<file path="config.mk">
export PLATFORM = sky130hd
export DESIGN_NAME = pc_sequencer
export DESIGN_NICKNAME = d
export VERILOG_FILES = /design/src/rtl/pc_sequencer.sv
export SDC_FILE = /design/constraint.sdc
export NUM_CORES = 1
export LEC_CHECK = 0
export CAP_MARGIN = 20
export CORE_AREA = 3 3 133 135
export CTS_CLUSTER_SIZE = 25
export DETAILED_ROUTE_END_ITERATION = 8
export DIE_AREA = 0 0 136 138
export PLACE_DENSITY = 0.8
export SYNTH_ARGS = -nofsm -noshare
export SYNTH_HDL_FRONTEND = slang
export SYNTH_SLANG_ARGS = --single-unit
</file>
<file path="constraint.sdc">
create_clock -name CLK -period 5.3 [get_ports CLK]
set_input_delay 1.06 -clock CLK [delete_from_list [all_inputs] [get_ports CLK]]
set_output_delay 1.06 -clock CLK [all_outputs]
set_load 0.005 [all_outputs]
</file>
<file path="src/rtl/pc_sequencer.sv">
// PC sequencer: resolves branch/jump outcome from EX, owns the fetch PC and drives IF/ID flush.
// Optional misaligned-target trap is enabled by defining MISALIGN_TRAP_EN.
module pc_sequencer #(
  parameter int              XLEN         = 32,
  parameter logic [XLEN-1:0] RESET_VEC    = '0,
  parameter int              FLUSH_CYCLES = 2,
  parameter logic [XLEN-1:0] TRAP_VEC     = 'h100
) (
  input  logic            CLK,
  input  logic            RST,
  input  logic            PC_STALL,
  input  logic            EX_VALID,
  input  logic            BRANCH,
  input  logic            JUMP,
  input  logic [2:0]      PC_SRC,
  input  logic [2:0]      BR_TYPE,
  input  logic [XLEN-1:0] EX_PC,
  input  logic [XLEN-1:0] RS1,
  input  logic [XLEN-1:0] RS2,
  input  logic [XLEN-1:0] IMM,
  output logic [XLEN-1:0] PC,
  output logic [XLEN-1:0] PC_PLUS4,
  output logic            FLUSH,
  output logic            TAKEN,
  output logic            MISALIGN,
  output logic [1:0]      dbg_state
);

  typedef enum logic [1:0] {
    RUN      = 2'd0,
    FLUSHING = 2'd1,
    HOLD     = 2'd2
  } state_t;

  localparam logic [2:0] CNT_LOAD = 3'(FLUSH_CYCLES - 1);

  state_t          state;
  logic [2:0]      cnt;
  logic [XLEN-1:0] pending;

  logic            cond;
  logic            redirect;
  logic            is_jalr;
  logic [XLEN-1:0] jalr_sum;
  logic [XLEN-1:0] target;
  logic [XLEN-1:0] load_src;
  logic [XLEN-1:0] load_val;
  logic            accept;

  always_comb begin
    cond = 1'b0;
    case (BR_TYPE)
      3'b000:  cond = (RS1 == RS2);
      3'b001:  cond = (RS1 != RS2);
      3'b010:  cond = ($signed(RS1) <  $signed(RS2));
      3'b011:  cond = ($signed(RS1) >= $signed(RS2));
      3'b100:  cond = (RS1 <  RS2);
      3'b101:  cond = (RS1 >= RS2);
      default: cond = 1'b0;
    endcase
  end

  assign redirect = EX_VALID & (JUMP | (BRANCH & cond));
  assign is_jalr  = JUMP & (PC_SRC == 3'd3);
  assign jalr_sum = RS1 + IMM;
  assign target   = is_jalr ? {jalr_sum[XLEN-1:1], 1'b0} : (EX_PC + IMM);

  // In HOLD the oldest redirect wins, so the load comes from the latched target.
  assign load_src = (state == HOLD) ? pending : target;
  assign accept   = ~PC_STALL & ((state == HOLD) | redirect);

`ifdef MISALIGN_TRAP_EN
  logic misaligned;
  assign misaligned = (load_src[1:0] != 2'b00);
  assign load_val   = misaligned ? TRAP_VEC : load_src;
  assign MISALIGN   = accept & misaligned;
`else
  logic unused_trap;
  assign unused_trap = ^TRAP_VEC;
  assign load_val    = load_src;
  assign MISALIGN    = 1'b0;
`endif

  assign TAKEN     = accept;
  assign FLUSH     = (state == HOLD) | redirect | ((state == FLUSHING) & (cnt != 3'd0));
  assign PC_PLUS4  = PC + XLEN'(4);
  assign dbg_state = state;

  always_ff @(posedge CLK) begin
    if (RST) begin
      state   <= RUN;
      PC      <= RESET_VEC;
      cnt     <= 3'd0;
      pending <= '0;
    end else begin
      case (state)
        RUN, FLUSHING: begin
          if (redirect && !PC_STALL) begin
            PC    <= load_val;
            state <= FLUSHING;
            cnt   <= CNT_LOAD;
          end else if (redirect) begin
            pending <= target;
            state   <= HOLD;
            cnt     <= 3'd0;
          end else begin
            if (!PC_STALL) PC <= PC_PLUS4;
            // Flush window counts down whether or not fetch is stalled.
            if (state == FLUSHING) begin
              if (cnt == 3'd0) state <= RUN;
              else             cnt   <= cnt - 3'd1;
            end
          end
        end
        HOLD: begin
          if (!PC_STALL) begin
            PC    <= load_val;
            state <= FLUSHING;
            cnt   <= CNT_LOAD;
          end
        end
        default: state <= RUN;
      endcase
    end
  end

endmodule

</file>
==> flow_metrics.py <==
metrics = {
    "yosys": {
        "synth_fp_nets": 1362,
        "synth_compound_area_share_pct": 32.61,
        "ys_seq_area_share_pct": 16.71,
        "netlist_area_um2": 8265,
        "synth_top_family_by_area": "compound AO/OA/AOI/OAI gates",
        "postSynthAreaPerCell_um2": 7.354,
        "synthFlopType": "dfxtp_1",
        "syn_inst": 1124,
        "synthMuxAreaShare_pct": 1.211,
        "synth_edf_count": 0,
        "synthAdderAreaFrac_pct": 15.02,
        "yosys.area_share.simple_pct": 21.33,
        "yosys.area_share.xor_xnor_pct": 7.417,
        "synth.distinct_cells": 83,
        "synthArstFlopShare_pct": 0,
        "yosysWarnings": 0,
        "ys_ff_latch": 69,
    },
    "worst_hold_path": {
        "worstHoldStart": "pending[1]$_SDFFE_PP0P_",
        "worst_hold_path_type": "reg2reg",
        "whs_path_depth": 2,
        "holdPathEnd": "pending[1]$_SDFFE_PP0P_",
    },
    "critical_path": {
        "worstSetupPathType": "in2out",
        "path_cells": "clkdlybuf4s50_1 -> inv_1 -> ha_1 -> nand4_1 -> nor4_4 -> nand3_2 -> nand2_2 -> or4b_4 -> a311o_1 -> o311ai_2 -> buf_4 -> nand2_2 -> a21oi_1 -> clkbuf_2",
        "cp.required_ns": 4.24,
        "worstSetupStartpointType": "primary input",
        "arrival_ns": 4.07,
        "reg2reg_to": "PC[31]$_SDFFE_PP0P_",
        "critPathMaxStageDelay_ns": 0.46,
        "crit_path_end_kind": "output pin",
        "critPathTopFamily": "simple AND/OR/NAND/NOR gates",
        "reg2reg_slack_ns": 2.29,
        "rr_worst_depth": 9,
        "reg2reg_from": "PC[4]$_SDFFE_PP0P_",
        "critical_path.most_common_cell": "nand2_2",
        "critPathSlowestCell": "or4b_4",
        "path_max_fanout": 3,
        "crit_buf_inv": 4,
    },
    "place": {
        "io_buffers": 207,
        "placed_area_um2": 10870,
        "place_congestion": 0.9622,
        "place_ws_ns": -0.2421,
        "dp_hpwl_um": 23040,
    },
    "drt": {
        "wire_per_inst_um": 18.07,
        "drtIter0Drc": 663,
        "first_pass_iters": 5,
        "wl_um": 28550,
        "ant_nets": 0,
        "drt-vias-per-instance": 6.056,
        "vias": 9569,
        "drc": 0,
    },
    "clock_network": {
        "clk_path_buf_depth": 2,
        "clk_pin_slew_ns": 0.05,
        "cts_sinks": 69,
        "cts_made_buffers": 9,
        "h-tree-depth": 3,
        "clk_latency_ns": 0.34,
        "cts_root_buf": "clkbuf_16",
        "cts_tree": "yes",
    },
    "timing": {
        "fin_crit_ns": 5.133,
        "rsz0062_at_grt": "no",
        "slew_headroom_pct": 29.38,
        "fmax_mhz": 194.8,
        "fin_skew_ns": 0.005710,
        "drv_slew": 0,
        "final-setup-viol-count": 0,
        "finalCritPeriodShare_pct": 96.84,
        "finalWorstSetupSlack_ns": 0.1673,
        "worst_pin_slew_ns": 1.052,
        "final-hold-violation-count": 0,
    },
    "power_and_ir_drop": {
        "power_density_nw_per_um2": 190.9,
        "leakage_nw": 4.648,
        "ir_drop_mv": 0.1795,
    },
    "grt": {
        "grt_usage_pct": 29.53,
        "first_global_vias": 9032,
        "grt.overflow.total": 0,
        "grt_max_degree": 43,
        "grt_pass1_wl_um": 45890,
        "antenna_found_initial": 0,
    },
    "cells_and_area": {
        "finalInstanceArea_um2": 11140,
        "syn2layout_area_growth_pct": 34.73,
        "antennaDiodeCount": 0,
        "fin_nets": 1595,
        "drive_above_1_share_pct": 7.794,
    },
    "floorplanning": {
        "coreArea_um2": 16580,
        "chipHeight_um": 138,
        "rows": 47,
        "die_w_um": 136,
        "initial_utilization_pct": 49.84,
        "fp.dieArea_um2": 18770,
        "top_level_ports": 209,
    },
    "outcome": {
        "outcome": "completed",
    },
    "run": {
        "maxCapViolCount": 0,
    },
}
[cell families after synthesis]
| logic type | after synthesis |
|---|---|
| xor+xnor | 70 |
| other cells | 1 |
| buf+inv | 112 |
| mux | 10 |
| compound gates | 405 |
| flops | 69 |
| simple gates | 359 |
| fa+ha+maj | 98 |
[where the power goes]
part	internal [W]	switching [W]	total, W	leakage (nW)
sequential	0.000555	0.0000383	0.000593	0.565
combinational	0.000466	0.000508	0.000974	3.96
clock	0.000336	0.000222	0.000558	0.126
total	0.00136	0.000768	0.00213	4.65
[routing by layer]
| metal | GRT usage, % | share of wire, % |
|---|---|---|
| met1 | 39.08 | 41 |
| met2 | 49.49 | 47 |
| met3 | 5.596 | 8.9 |
| met4 | 7.162 | 2.5 |
| met5 | 0 | 0 |
[cell type report]
type / count / area, um2
clock buffers: 11 / 252.7
clock inverters: 3 / 22.52
fillers: 1476 / 5448
inverters: 65 / 244.0
multi-input cells: 943 / 6420
flip-flops and latches: 69 / 1381
well taps: 220 / 275.3
repair buffers: 269 / 2540
[cells in the mapped netlist, types with 14 or more instances]
cell	n	area share, %
a21oi_1	115	7.0
nor2_1	106	4.8
ha_1	96	15
nand2_1	86	3.9
o21ai_0	86	5.2
dfxtp_1	69	17
inv_1	65	3.0
xnor2_1	46	4.9
nand3_1	35	2.1
clkbuf_1	34	1.5
nor3_1	30	1.8
a21o_1	27	2.5
xor2_1	24	2.5
o21a_1	23	2.1
a211oi_1	20	1.8
nand4_1	17	1.3
o211ai_1	16	1.5
and3_1	14	1.1
or3_1	14	1.1
[through the flow]
stage | util (%) | std cells | hold slack [ns] | power (W) | setup TNS, ns
6_report | 67.15 | 1580 | 0.4600 | 0.002126 | 0
5_1_grt | 67.15 | 1580 | 0.4837 | 0.002246 | 0
4_1_cts | 67.17 | 1580 | 0.4604 | 0.002112 | 0
3_5_place_dp | 65.53 | 1566 | 0.4525 | 0.001560 | -0.4795
3_3_place_gp | 65.53 | 1566 | 0.4439 | 0.001546 | -0.2590
2_1_floorplan | - | 1124 | 0.4364 | 0.001163 | 0
[sequential cells by signal (all words and copies together), names as in the netlist]
register and cells:
PC 32, pending 32, cnt 3, dbg_state 2
[worst min-delay path, delay by kind of cell, from the launching register on]
| kind | cells | cell delay (ns) |
|---|---|---|
| DFF | 1 | 0.31 |
| and+or+nand+nor | 1 | 0.05 |
| AOI/OAI and AO/OA | 1 | 0.05 |
[what timing repair did]
item                       CTS  global route
setup buffers                0             0
pin swaps                    4             4
hold buffers                 0             0
setup endpoints to repair    2             2
resized for setup            2             6
[cells in the final DEF, fill, tap and decap left out, drive strengths merged, types with 28 or more instances in the layout]
master           n
xnor2           46
clkdlybuf4s50  205
nand3           36
nor2           106
dfxtp           69
a21oi          115
a211oi          28
nor3            31
nand2           88
inv             65
o21ai           88
buf             62
ha              96
[worst max-delay path by stage]
stage / startpoint / endpoint / slack, ns / cells past startpoint
2_1_floorplan: RS2[31] / TAKEN / 0.85 / 11
6_report: RS2[25] / TAKEN / 0.17 / 14
3_5_place_dp: RS2[30] / TAKEN / -0.24 / 14
3_3_place_gp: RS2[1] / TAKEN / -0.15 / 14
5_1_grt: RS2[30] / TAKEN / 0.01 / 14
4_1_cts: RS2[16] / TAKEN / 0.04 / 14
Power figures use the tool's default switching activity.
